**config.mk**
```make
export PLATFORM = sky130hd
export DESIGN_NAME = instruction_fetch
export DESIGN_NICKNAME = d
export VERILOG_FILES = /design/src/rtl/instruction_fetch.sv
export SDC_FILE = /design/constraint.sdc
export NUM_CORES = 1
export LEC_CHECK = 0
export ABC_AREA = 1
export BUFFER_PORTS_ARGS = -buffer_cell sky130_fd_sc_hd__buf_4
export CORE_MARGIN = 1.5
export CORE_UTILIZATION = 45
export CTS_BUF_LIST = sky130_fd_sc_hd__clkbuf_8
export CTS_CLUSTER_SIZE = 25
export DETAILED_ROUTE_END_ITERATION = 10
export PLACE_DENSITY = 0.81
export SLEW_MARGIN = 10
export SYNTH_ARGS = -nofsm -noshare
export SYNTH_HDL_FRONTEND = slang
export SYNTH_SLANG_ARGS = --single-unit
```
**constraint.sdc**
```tcl
create_clock -name clk -period 1.2 [get_ports clk]
set_input_delay 0.36 -clock clk [delete_from_list [all_inputs] [get_ports clk]]
set_output_delay 0.36 -clock clk [all_outputs]
set_load 0.02 [all_outputs]
```
**src/rtl/instruction_fetch.sv**
```systemverilog
// Instruction fetch sequencer: reads one or two program bytes at the PC,
// advances the PC once per byte, and holds each assembled instruction
// until the execute stage accepts it.
module instruction_fetch #(
  parameter int          ADDR_W       = 12,
  parameter logic [15:0] TWO_BYTE_MAP = 16'h00FF
) (
  input  logic              clk,
  input  logic              notReset,
  input  logic [ADDR_W-1:0] pcAddress,
  output logic              incPC,
  output logic [ADDR_W-1:0] memAddress,
  output logic              memRead,
  input  logic [7:0]        memData,
  input  logic              memReady,
  input  logic              flush,
  input  logic              instrAccept,
  output logic              instrValid,
  output logic [3:0]        opcode,
  output logic [3:0]        operand,
  output logic [ADDR_W-1:0] target,
  output logic              instrLong
);

  typedef enum logic [1:0] {
    FETCH_HI = 2'd0,
    FETCH_LO = 2'd1,
    HOLD     = 2'd2
  } state_t;

  state_t state;
  state_t next_state;
  logic   first_is_long;

  // Opcode of the byte currently on the bus selects one- or two-byte format
  assign first_is_long = TWO_BYTE_MAP[memData[7:4]];

  // State register
  always_ff @(posedge clk) begin
    if (!notReset) begin
      state <= FETCH_HI;
    end else begin
      state <= next_state;
    end
  end

  // Next-state logic; flush restarts fetch and drops any partial instruction
  always_comb begin
    next_state = state;
    if (flush) begin
      next_state = FETCH_HI;
    end else begin
      case (state)
        FETCH_HI: if (memReady) next_state = first_is_long ? FETCH_LO : HOLD;
        FETCH_LO: if (memReady) next_state = HOLD;
        HOLD:     if (instrAccept) next_state = FETCH_HI;
        default:  next_state = FETCH_HI;
      endcase
    end
  end

  // Memory handshake outputs; a flushed request is withdrawn so the byte is abandoned
  always_comb begin
    memAddress = pcAddress;
    memRead    = notReset & ~flush & (state != HOLD);
    incPC      = memRead & memReady;
  end

  // Instruction register: capture bytes on transfer, clear valid on accept or flush
  always_ff @(posedge clk) begin
    if (!notReset) begin
      instrValid <= 1'b0;
      opcode     <= 4'd0;
      operand    <= 4'd0;
      target     <= '0;
      instrLong  <= 1'b0;
    end else if (flush) begin
      instrValid <= 1'b0;
    end else begin
      case (state)
        FETCH_HI: begin
          if (memReady) begin
            opcode  <= memData[7:4];
            operand <= memData[3:0];
            if (!first_is_long) begin
              target     <= '0;
              instrLong  <= 1'b0;
              instrValid <= 1'b1;
            end
          end
        end
        FETCH_LO: begin
          if (memReady) begin
            target     <= ADDR_W'({operand, memData});
            instrLong  <= 1'b1;
            instrValid <= 1'b1;
          end
        end
        HOLD: begin
          if (instrAccept) instrValid <= 1'b0;
        end
        default: instrValid <= 1'b0;
      endcase
    end
  end

endmodule

```
# Yosys cells after proc, flatten, opt, wreduce, memory -nomap -nowiden
# Memories as Yosys holds them, arrays and structs flattened.
# Cells that the tools add are included.
# word_totals
register_bits,24
latch_bits,0
ramBits,0
rom_bits,16
input_bits,25
word_cells,45
mem_count,1
# classes
add_sub_neg,0
n_mul,0
n_div,0
magnitude_cmp,1
n_eq_ne,7
n_shift,0
mux,18
bitwise,5
n_reduce_logical,7
# memory_table
name,words,word_bits,rd,rd_clocked_by_memory_dff,wr,line,rtl
(name not given),16,1,1,0,0,36,assign first_is_long = TWO_BYTE_MAP[memData[7:4]];
# op_table
operator,n
12-bit 2-to-1 mux,3
12-bit case mux with 2 select lines,1
"2-bit inequality test, second input constant",5
2-bit 2-to-1 mux,4
1-bit 2-to-1 mux,7
2-bit case mux with 3 select lines,1
3-bit AND reduction,2
"4-bit by 5-bit < comparator with 1-bit output, second input constant",1
5-bit AND reduction,1
4-bit AND reduction,1
1-bit bitwise AND,3
1-bit case mux with 3 select lines,1
"2-bit by 1-bit == test with 1-bit output, second input constant",1
"2-bit == test, second input constant",1
2-bit logical NOT,1
1-bit NOT,2
1-bit case mux with 2 select lines,1
2-bit nonzero test,1
2-bit OR reduction,1

# Logic depth before layout (Yosys ltp)
# logic_depth
ltp_word,5
depth_mapped,6
ltp_nobuf,6

# Least setup slack after synthesis
# Ideal clock, no wire load.
# synth_path
kind,input to output
from,input port notReset
to,output port incPC
arrival_ns,1.118
slack_ns,-0.278
path_stages,3
n_path_buf,0
cell_sequence,inv_1 > or2_4 > nor3_1
# synth_between
elab_chain_len,3
# synth_lines
element,line,rtl
from (decl),9,"input logic notReset,"
1-bit bitwise AND (2 in series),65,memRead = notReset & ~flush & (state != HOLD);
1-bit bitwise AND,66,incPC = memRead & memReady;
to (decl),11,"output logic incPC,"
# No other way between the ends.

# Worst setup path in the final report
# Same ends and word-level chain as after synthesis.

==> impl_metrics.ini <==
[timing]
finalCriticalPeriod_ps = 1360
worstMarginPinSlew_ps = 197
fin_skew_ps = 4.23
fin_crit_sh = 1.13
finalSetupViolCount = 2
rsz0062_at_grt = yes
slew_headroom = 0.869
final-hold-violation-count = 0
fin_ws_ps = -159
fmax_mhz = 736
finalMaxSlewViolations = 0

[synth]
syn_avg_cell_area_um2 = 8.31
synth_cell_types = 17
syn_nets = 157
synthesis.area_um2 = 1100
ys_seq_elements = 24
ys_seq_area_frac = 0.438
synth_cells = 132
ys_warn_count = 0

[pwr]
leakagePower_nw = 0.613
totalPowerFinal_mw = 1.79
peakVddDrop_mv = 0.957
p_per_area_nw_per_um2 = 1220

[detailed_routing]
drtIter0Drc = 22
first_pass_iters = 4
vias_per_cell = 4.94
drc = 0
vias = 953
drt-wirelength-per-cell_um = 12.0
totalWireLength_um = 2320
route.antenna.remaining_nets = 0

[floorplanning]
io_pins = 61
core_area_um2 = 2250
initial_core_util = 0.487
die_x_um = 52.4
die-area_um2 = 2740
die_h_um = 52.4
num_rows = 17

[layout]
layout-drive-gt1-share = 0.497
fin_area_um2 = 1470
fin_nets = 191
synthToLayoutAreaGrowth_pct = 34.1
antenna_cells = 0
num-fill-cells = 196

[setup_path]
crit_type = input port to output pin
critical_path.max_stage_delay_ps = 250
cp.required_ps = 840
crit_fanout = 3
end_kind = output pin
cp_num_buf_inv = 3
critPathTopFamily = simple AND/OR/NAND/NOR gates
arrival_ps = 1000
crit_chain = buf_4 > inv_1 > or2_4 > nor3_4 > buf_6
start_kind = input port
cp_slowest_cell = or2_4

[global_routing]
track_usage = 0.172
grt_pass1_wl_um = 3590
overflow = 0
grt_pass1_vias = 823
antenna_found_initial = 0
grt_max_degree = 15

[cts]
cts_sinks = 24
cts_tree = done
cts_hold_buf = 0
htreeDepth = 1
clk_transition_reported_paths_ps = 80
cts_root_buffer = clkbuf_8
clock_latency_ps = 260
cts_buffers = 3
clk_path_buf_depth = 2

[placement]
dp_hpwl_um = 1810
globalplace.congestion = 0.764
io_buffers = 36
placed_area_um2 = 1360

[run_status]
violations = setup timing
status = finished, violations left

[run]
maxCapViolCount = 0

[min_path]
hold_path_class = input port to register
[cell usage after synthesis]
cell	instances	area [µm²]
a21oi_1	6	30.0
a21oi_2	10	87.6
buf_12	1	20.0
buf_2	1	5.00
buf_4	14	105
dfxtp_1	24	480
inv_1	4	15.0
inv_2	3	11.3
nand2_1	10	37.5
nand2_2	11	68.8
nand3_1	15	75.1
nand3_2	1	10.0
nor2_1	20	75.1
nor2_4	2	22.5
nor3_1	1	5.00
o21ai_0	8	40.0
or2_4	1	8.76
[report_power, final]
part	internal, mW	switching [mW]
Clock	0.445	0.242
Sequential	0.822	0.0174
Combinational	0.118	0.145
[layout by cell type, fill, tap and decap left out, drive strengths merged]
cell type / instances
nand2: 21
nand3: 16
bufinv: 1
a21oi: 16
clkbuf: 3
buf: 45
inv: 7
nor2: 22
o21ai: 8
nor3: 1
or2: 1
dfxtp: 24
[worst reg2reg max path, cell delays in order (launching register included)]
cell,delay (ps)
dfxtp_2,350
inv_1,150
nand2_1,120
nand3_2,110
buf_12,150
nand2_1,60
a21oi_1,110
[flip-flops by register name, summed over array words and instances, names as in the netlist]
register	count
operand	4
state	2
opcode	4
target	12
instrLong	1
instrValid	1
[routing by layer]
| layer | GRT usage | wire length [µm] | vias up |
|---|---|---|---|
| met2 | 0.304 | 1200 | 30 |
| li1 | - | - | 486 |
| met4 | 0.0513 | 9 | 0 |
| met5 | 0 | 0 | - |
| met3 | 0.0457 | 166 | 2 |
| met1 | 0.202 | 943 | 435 |
[cells by family after synthesis]
logic type / count (synthesis) / share of synthesized area
AO/OA/AOI/OAI: 24 / 0.144
buffers and inverters: 23 / 0.143
flip-flops: 24 / 0.438
AND/OR/NAND/NOR: 61 / 0.276
[what timing repair did]
item | in CTS | in global routing
setup endpoints to repair | 2 | 10
pin swaps | 0 | 2
gates resized for setup | 7 | 0
cloned | 0 | 0
buffers inserted | 0 | 1
[cell type report]
| cell class | instances | area [µm²] | share of cell area |
|---|---|---|---|
| Sequential cell | 24 | 483 | 0.328 |
| Multi-Input combinational cell | 85 | 482 | 0.327 |
| Timing Repair Buffer | 45 | 374 | 0.254 |
| Clock buffer | 3 | 41.3 | 0.0281 |
| Tap cell | 28 | 35.0 | 0.0238 |
| Clock inverter | 1 | 30.0 | 0.0204 |
| Inverter | 7 | 26.3 | 0.0179 |
[path summary, 6_finish.rpt]
path         cells past startpoint  slack (ps)                   start                 endpoint
max reg2reg                      6          90   state[0]$_SDFFE_PP0P_   target[9]$_SDFFE_PN0P_
max                              5        -160                notReset                    incPC
min                              3         360              memData[0]  operand[0]$_SDFFE_PN0P_
min reg2reg                      2         460  target[2]$_SDFFE_PN0P_   target[2]$_SDFFE_PN0P_
[through the flow]
step / setup slack [ps] / cells / TNS, ps / hold WS [ps] / utilization
3_5_place_dp: -170 / 188 / -310 / 452 / 0.603
6_report: -159 / 193 / -290 / 361 / 0.653
5_1_grt: -219 / 193 / -415 / 364 / 0.653
3_3_place_gp: -161 / 188 / -280 / 449 / 0.603
2_1_floorplan: -40.9 / 132 / -69.7 / 496 / -
4_1_cts: -168 / 192 / -307 / 360 / 0.644
No activity file was read; power rests on OpenSTA's default activity.
